==> config.mk <==
export PLATFORM = sky130hd
export DESIGN_NAME = mc_datapath_param
export DESIGN_NICKNAME = d
export VERILOG_FILES = /design/src/rtl/dp_pkg.sv /design/src/rtl/mc_mul_iter.sv /design/src/rtl/mc_datapath_param.sv
export SDC_FILE = /design/constraint.sdc
export NUM_CORES = 2
export LEC_CHECK = 0
export ABC_AREA = 1
export CORE_MARGIN = 1
export CORE_UTILIZATION = 30
export DETAILED_ROUTE_END_ITERATION = 16
export PLACE_DENSITY = 0.57
export SLEW_MARGIN = 20
export SYNTH_ARGS = -nofsm -noshare
export SYNTH_HDL_FRONTEND = slang
export SYNTH_SLANG_ARGS = --single-unit
==> constraint.sdc <==
create_clock -name clk -period 4.8 [get_ports clk]
set_input_delay 0.96 -clock clk [delete_from_list [all_inputs] [get_ports clk]]
set_output_delay 0.96 -clock clk [all_outputs]
set_load 0.02 [all_outputs]
==> src/rtl/dp_pkg.sv <==
// Shared encodings for the parametrised multicycle datapath and its multiplier.
package dp_pkg;

   localparam logic [2:0] ALU_ADD = 3'b000;
   localparam logic [2:0] ALU_SUB = 3'b001;
   localparam logic [2:0] ALU_AND = 3'b010;
   localparam logic [2:0] ALU_ORR = 3'b011;
   localparam logic [2:0] ALU_MUL = 3'b100;

   localparam logic [1:0] IMM_B8  = 2'b00;
   localparam logic [1:0] IMM_B12 = 2'b01;
   localparam logic [1:0] IMM_BR  = 2'b10;

   localparam logic [1:0] SRCA_A      = 2'b00;
   localparam logic [1:0] SRCA_PC     = 2'b01;
   localparam logic [1:0] SRCA_ALUOUT = 2'b10;

   localparam logic [1:0] SRCB_WD  = 2'b00;
   localparam logic [1:0] SRCB_IMM = 2'b01;
   localparam logic [1:0] SRCB_INC = 2'b10;

   localparam logic [1:0] RES_ALUOUT = 2'b00;
   localparam logic [1:0] RES_DATA   = 2'b01;
   localparam logic [1:0] RES_ALU    = 2'b10;

   typedef enum logic [1:0] {
      MUL_IDLE = 2'b00,
      MUL_RUN  = 2'b01,
      MUL_DONE = 2'b10
   } mul_state_e;

endpackage

==> src/rtl/mc_mul_iter.sv <==
// Iterative shift-add multiplier: one multiplier bit per cycle, WIDTH cycles busy,
// then a single done cycle presenting the low WIDTH bits of the product.
module mc_mul_iter
   import dp_pkg::*;
#(
   parameter int unsigned WIDTH = 32
) (
   input  logic             clk,
   input  logic             reset,
   input  logic             start,
   input  logic [WIDTH-1:0] a,
   input  logic [WIDTH-1:0] b,
   output logic             busy,
   output logic             done,
   output logic [WIDTH-1:0] product
);

   localparam int unsigned CW = $clog2(WIDTH);

   mul_state_e       state_q, state_d;
   logic [WIDTH-1:0] mcand_q, mcand_d;
   logic [WIDTH-1:0] mplier_q, mplier_d;
   logic [WIDTH-1:0] acc_q, acc_d;
   logic [CW-1:0]    cnt_q, cnt_d;

   always_ff @(posedge clk) begin
      if (reset) begin
         state_q <= MUL_IDLE;
      end else begin
         state_q <= state_d;
      end
   end

   always_ff @(posedge clk) begin
      if (reset) begin
         mcand_q  <= '0;
         mplier_q <= '0;
         acc_q    <= '0;
         cnt_q    <= '0;
      end else begin
         mcand_q  <= mcand_d;
         mplier_q <= mplier_d;
         acc_q    <= acc_d;
         cnt_q    <= cnt_d;
      end
   end

   // A start is honoured whenever the engine is not iterating (idle or done cycle).
   always_comb begin
      state_d  = state_q;
      mcand_d  = mcand_q;
      mplier_d = mplier_q;
      acc_d    = acc_q;
      cnt_d    = cnt_q;
      case (state_q)
         MUL_IDLE, MUL_DONE: begin
            state_d = MUL_IDLE;
            if (start) begin
               state_d  = MUL_RUN;
               mcand_d  = a;
               mplier_d = b;
               acc_d    = '0;
               cnt_d    = '0;
            end
         end
         MUL_RUN: begin
            if (mplier_q[0]) begin
               acc_d = acc_q + mcand_q;
            end
            mcand_d  = mcand_q << 1;
            mplier_d = mplier_q >> 1;
            cnt_d    = cnt_q + CW'(1);
            if (cnt_q == CW'(WIDTH - 1)) begin
               state_d = MUL_DONE;
            end
         end
         default: state_d = MUL_IDLE;
      endcase
   end

   always_comb begin
      busy    = (state_q == MUL_RUN);
      done    = (state_q == MUL_DONE);
      product = acc_q;
   end

endmodule

==> src/rtl/mc_datapath_param.sv <==
// Parametrised multicycle ARM-subset datapath with an iterative multiplier;
// all selects/enables come from the external multicycle controller.
module mc_datapath_param
   import dp_pkg::*;
#(
   parameter int unsigned WIDTH  = 32,
   parameter int unsigned NREGS  = 16,
   parameter int unsigned PC_INC = 4
) (
   input  logic             clk,
   input  logic             reset,
   output logic [WIDTH-1:0] Adr,
   output logic [WIDTH-1:0] WriteData,
   input  logic [WIDTH-1:0] ReadData,
   output logic [WIDTH-1:0] Instr,
   output logic [3:0]       ALUFlags,
   input  logic             PCWrite,
   input  logic             RegWrite,
   input  logic             IRWrite,
   input  logic             AdrSrc,
   input  logic [1:0]       RegSrc,
   input  logic [1:0]       ALUSrcA,
   input  logic [1:0]       ALUSrcB,
   input  logic [1:0]       ResultSrc,
   input  logic [1:0]       ImmSrc,
   input  logic [2:0]       ALUControl,
   input  logic             MulStart,
   output logic             MulBusy,
   output logic             MulDone
);

   localparam int unsigned AW = $clog2(NREGS);

   logic [WIDTH-1:0] pc_q, ir_q, data_q, a_q, wd_q, aluout_q;
   logic [WIDTH-1:0] rf_q [NREGS];
   logic [23:0]      ir24;
   logic [AW-1:0]    ra1, ra2, wa;
   logic [WIDTH-1:0] rd1, rd2, ext_imm, src_a, src_b, result;
   logic [WIDTH-1:0] alu_result, b_eff, mul_product;
   logic [WIDTH:0]   sum;
   logic             is_sub, flag_c, flag_v;

   always_ff @(posedge clk) begin
      if (reset) begin
         pc_q     <= '0;
         ir_q     <= '0;
         data_q   <= '0;
         a_q      <= '0;
         wd_q     <= '0;
         aluout_q <= '0;
      end else begin
         if (PCWrite) pc_q <= result;
         if (IRWrite) ir_q <= ReadData;
         data_q <= ReadData;
         a_q    <= rd1;
         wd_q   <= rd2;
         if (!MulBusy) aluout_q <= alu_result;
      end
   end

   // Register file contents are deliberately not reset; the top entry is the PC alias.
   always_ff @(posedge clk) begin
      if (RegWrite && (wa != AW'(NREGS - 1))) begin
         rf_q[wa] <= result;
      end
   end

   always_comb begin
      ir24 = 24'(ir_q);
      ra1  = RegSrc[0] ? AW'(NREGS - 1) : AW'(ir24[19:16]);
      ra2  = RegSrc[1] ? AW'(ir24[15:12]) : AW'(ir24[3:0]);
      wa   = AW'(ir24[15:12]);
      rd1  = (ra1 == AW'(NREGS - 1)) ? result : rf_q[ra1];
      rd2  = (ra2 == AW'(NREGS - 1)) ? result : rf_q[ra2];
   end

   always_comb begin
      ext_imm = '0;
      case (ImmSrc)
         IMM_B8:  ext_imm = WIDTH'(ir24[7:0]);
         IMM_B12: ext_imm = WIDTH'(ir24[11:0]);
         IMM_BR:  ext_imm = WIDTH'({{WIDTH{ir24[23]}}, ir24, 2'b00});
         default: ext_imm = '0;
      endcase
   end

   always_comb begin
      src_a = a_q;
      case (ALUSrcA)
         SRCA_PC:     src_a = pc_q;
         SRCA_ALUOUT: src_a = aluout_q;
         default:     src_a = a_q;
      endcase
      src_b = wd_q;
      case (ALUSrcB)
         SRCB_IMM: src_b = ext_imm;
         SRCB_INC: src_b = WIDTH'(PC_INC);
         default:  src_b = wd_q;
      endcase
   end

   mc_mul_iter #(.WIDTH(WIDTH)) u_mul (
      .clk     (clk),
      .reset   (reset),
      .start   (MulStart && (ALUControl == ALU_MUL)),
      .a       (src_a),
      .b       (src_b),
      .busy    (MulBusy),
      .done    (MulDone),
      .product (mul_product)
   );

   // SUB is A + ~B + 1 so carry-out means "no borrow".
   always_comb begin
      is_sub     = (ALUControl == ALU_SUB);
      b_eff      = is_sub ? ~src_b : src_b;
      sum        = {1'b0, src_a} + {1'b0, b_eff} + (WIDTH + 1)'(is_sub);
      alu_result = '0;
      flag_c     = 1'b0;
      flag_v     = 1'b0;
      case (ALUControl)
         ALU_ADD, ALU_SUB: begin
            alu_result = sum[WIDTH-1:0];
            flag_c     = sum[WIDTH];
            flag_v     = (src_a[WIDTH-1] == b_eff[WIDTH-1]) &&
                         (sum[WIDTH-1] != src_a[WIDTH-1]);
         end
         ALU_AND: alu_result = src_a & src_b;
         ALU_ORR: alu_result = src_a | src_b;
         ALU_MUL: alu_result = MulDone ? mul_product : '0;
         default: alu_result = '0;
      endcase
      ALUFlags = {alu_result[WIDTH-1], (alu_result == '0), flag_c, flag_v};
   end

   always_comb begin
      result = aluout_q;
      case (ResultSrc)
         RES_DATA: result = data_q;
         RES_ALU:  result = alu_result;
         default:  result = aluout_q;
      endcase
      Adr       = AdrSrc ? result : pc_q;
      WriteData = wd_q;
      Instr     = ir_q;
   end

endmodule

==> flow_summary.yaml <==
floorplanning:
  die_x_um: 376
  die_h_um: 376
  pin_count: 154
  num_rows: 136
  dieArea_sq_um: 141000
  core_sq_um: 138000
  initial_core_util_pct: 30.4
clocking:
  clock_path_buffers: 3
  insertion_delay_ns: 0.71
  clock-root-buffer: "clkbuf_16"
  cts_tree: "yes"
  numCtsBuffers: 92
  clock-sinks: 807
  clk_pin_slew_ns: 0.06
  htreeDepth: 3
sta:
  slew_headroom_pct: 26.2
  worstMarginPinSlew_ns: 1.11
  setup_ws_ns: -0.620
  fin_skew_ns: 0.0519
  setup_viol: 33
  min_period_ns: 5.42
  rsz0062_at_grt: "true"
  max_freq_mhz: 185
  post-route-period-util_pct: 113
  hold_viol: 0
  finalMaxSlewViolations: 0
  tns_ns: -12.47
finish:
  drive_above_1_share_pct: 26.7
  seq_area_sq_um: 21300
  syn2layout_area_growth_pct: 35.0
  stdcell_count: 7384
  layout.nets: 5567
  postLayoutCoreUtil_pct: 41.0
  multi_input_area_sq_um: 20300
  fillers: 13372
placement:
  place.gp.congestion: 0.960
  dp.cells: 7074
  numPortBuffers: 153
  place_ws_ns: -2.25
  hpwl_um: 117000
synthesis:
  synth_mux_area_share_pct: 0
  synth-warning-count: 0
  synth-async-reset-ratio_pct: 0
  yosys.area.top_type: "edfxtp_1"
  yosysMostFrequentCell: "nand2_1"
  synth_top_family_by_area: "compound AO/OA/AOI/OAI gates"
  synth-edff-count: 512
  synth_top_area_share_pct: 36.7
  syn_inst: 4805
  syn_area_per_cell_sq_um: 8.72
  synth_cell_types: 67
  yosys.area_share.simple_pct: 15.8
  synthAdderAreaFrac_pct: 2.18
  yosysSeqAreaShare_pct: 50.8
  synth.area.top_cells: "edfxtp_1 (37%), dfxtp_1 (14%), nand2_1 (7.0%)"
  synth-compound-area-share_pct: 23.0
  yosys-top-cells-count: "nand2_1 (784), edfxtp_1 (512), nor2_1 (471)"
  ys_seq_elements: 807
  ys.flop_type: "edfxtp_1"
  synth_xor_area_share_pct: 0.731
  synth.cell_area_sq_um: 41900
job:
  drv_cap: 0
routing:
  avgRoutedWirePerCell_um: 23.6
  routed_via_density: 5.41
  drtAntennaViolNets: 0
  drcViolationCount: 0
  routed_wl_um: 175000
  initialDrtViolationCount: 4240
  vias: 39922
  firstDrtPassIters: 6
setup_path:
  critical_path.startpoint: "ALUSrcB[0]"
  cp.depth: 32
  crit_path_max_fanout: 5
  end_kind: "primary output"
  timing.rr.end: "pc_q[14]"
  crit_slowest_cell: "ha_1"
  path_buf_inv: 13
  cp.arrival_ns: 4.46
  crit_end: "Adr[31]"
  r2r_cells: 32
  critPathMostFrequentCell: "nand2_4"
  cpPeakStageDelay_ns: 0.38
  path_class: "in -> out"
  timing.rr.start: "Instr[10]"
  crit_path_start_kind: "input pin"
  cp.required_ns: 3.84
  r2r_setup_slack_ns: 0.40
  critical_path.top_delay_family: "buffers and inverters"
global_route:
  overflow: 0
  grt_pass1_vias: 38518
  antenna_found_initial: 2
  track_usage_pct: 23.9
  grt_max_degree: 126
  grt_pass1_wl_um: 253000
pwr:
  peakVddDrop_mv: 0.275
  leakagePower_nw: 22.1
  power_density_nw_per_um2: 366
  power_mw: 20.7
run_status:
  status: "complete, but fails checks"
  failed_checks: "negative setup slack"
min_path:
  hold_class: "reg -> reg"
-- metrics by stage --
| step | area (sq um) | hold WS, ns |
|---|---|---|
| after floorplan | 42100 | 0.439 |
| after global placement | 49300 | 0.447 |
| after detailed placement | 49300 | 0.457 |
| after CTS | 55800 | 0.466 |
| after global routing | 56600 | 0.490 |
| final | 56600 | 0.467 |
-- final cells by class --
class                   instances  share of cell area (%)
well taps                    1863                    4.12
multi-input cells            3249                    35.9
inverters                     453                    3.12
diodes                          1                 0.00442
clock inverters                50                   0.995
repair buffers                840                    13.6
clock buffers                 121                    4.59
flip-flops and latches        807                    37.6
-- flip-flops by register name (all words and copies together), names as in the netlist --
signal / count
u_mul.mcand_q: 32
rf_q: 512
WriteData: 32
data_q: 32
u_mul.cnt_q: 5
u_mul.product: 32
a_q: 32
u_mul.state_q: 2
Instr: 32
aluout_q: 32
u_mul.mplier_q: 32
pc_q: 32
-- timing repair --
| action | 4_1_cts | 5_1_grt |
|---|---|---|
| pin swaps | 199 | 126 |
| gates cloned | 7 | 2 |
| hold buffers | 0 | 0 |
| resized for setup | 724 | 151 |
| setup endpoints to repair | 155 | 38 |
| buffers inserted | 118 | 41 |
-- worst min-delay path, cell delays in order, from the launching register on --
cell and delay (ns):
dfxtp_1 0.31, nand2_1 0.06, a21oi_1 0.05
-- routing by layer --
| layer | part of all wire, % | global-route usage, % | wire [um] | up-vias |
|---|---|---|---|---|
| met3 | 7.5 | 3.75 | 13000 | 418 |
| met1 | 41 | 30.6 | 71100 | 19361 |
| met4 | 4.9 | 10.2 | 8520 | 2 |
| met2 | 47 | 39.9 | 81900 | 1805 |
| met5 | 0.010 | 0 | 18 | - |
| li1 | - | - | - | 18336 |
-- where the power goes --
part	internal, mW	switching [mW]	total (mW)
Combinational	2.20	3.19	5.39
Clock	4.26	3.07	7.33
Sequential	7.79	0.215	8.00
-- logic make-up (layout without fill, tap and decap cells) --
group | count (synthesis) | in the layout
AOI/OAI and AO/OA | 1535 | 1535
other | 1 | 33
DFF | 807 | 807
xor gates and xnor gates | 35 | 35
and+or+nand+nor | 1575 | 1575
adders and majority gates | 72 | 72
buffers and inverters | 780 | 1464
-- worst min-delay path by stage --
stage | from | to | slack [ns] | cells after the start
3_3_place_gp | u_mul.cnt_q[3] | u_mul.cnt_q[3] | 0.45 | 2
4_1_cts | u_mul.cnt_q[3] | u_mul.cnt_q[3] | 0.47 | 2
2_1_floorplan | u_mul.cnt_q[3] | u_mul.cnt_q[3] | 0.44 | 2
5_1_grt | u_mul.cnt_q[3] | u_mul.cnt_q[3] | 0.49 | 2
6_report | u_mul.cnt_q[3] | u_mul.cnt_q[3] | 0.47 | 2
3_5_place_dp | u_mul.cnt_q[3] | u_mul.cnt_q[3] | 0.46 | 2
-- placed cells by master, fill, tap and decap left out, drive strengths merged, types with 3 or more instances in the layout --
| cell | count |
|---|---|
| bufinv | 8 |
| o22ai | 17 |
| a22oi | 28 |
| buf | 726 |
| inv | 452 |
| dlygate4sd2 | 3 |
| xor2 | 34 |
| nor2 | 485 |
| nor3 | 15 |
| clkinvlp | 3 |
| nand4 | 7 |
| clkinv | 40 |
| o21ai | 515 |
| a31oi | 21 |
| o21bai | 8 |
| ha | 70 |
| nand2 | 811 |
| dfxtp | 295 |
| a221oi | 21 |
| edfxtp | 512 |
| o311a | 27 |
| o211ai | 148 |
| o32ai | 25 |
| a21oi | 447 |
| conb | 32 |
| o311ai | 63 |
| a21o | 5 |
| nand3b | 10 |
| nand3 | 225 |
| a21boi | 8 |
| a2bb2oi | 3 |
| o31ai | 32 |
| o221ai | 154 |
| clkdlybuf4s50 | 105 |
| clkbuf | 123 |
| or2 | 16 |
| o21a | 9 |
No activity file was read; power rests on OpenSTA's default activity.
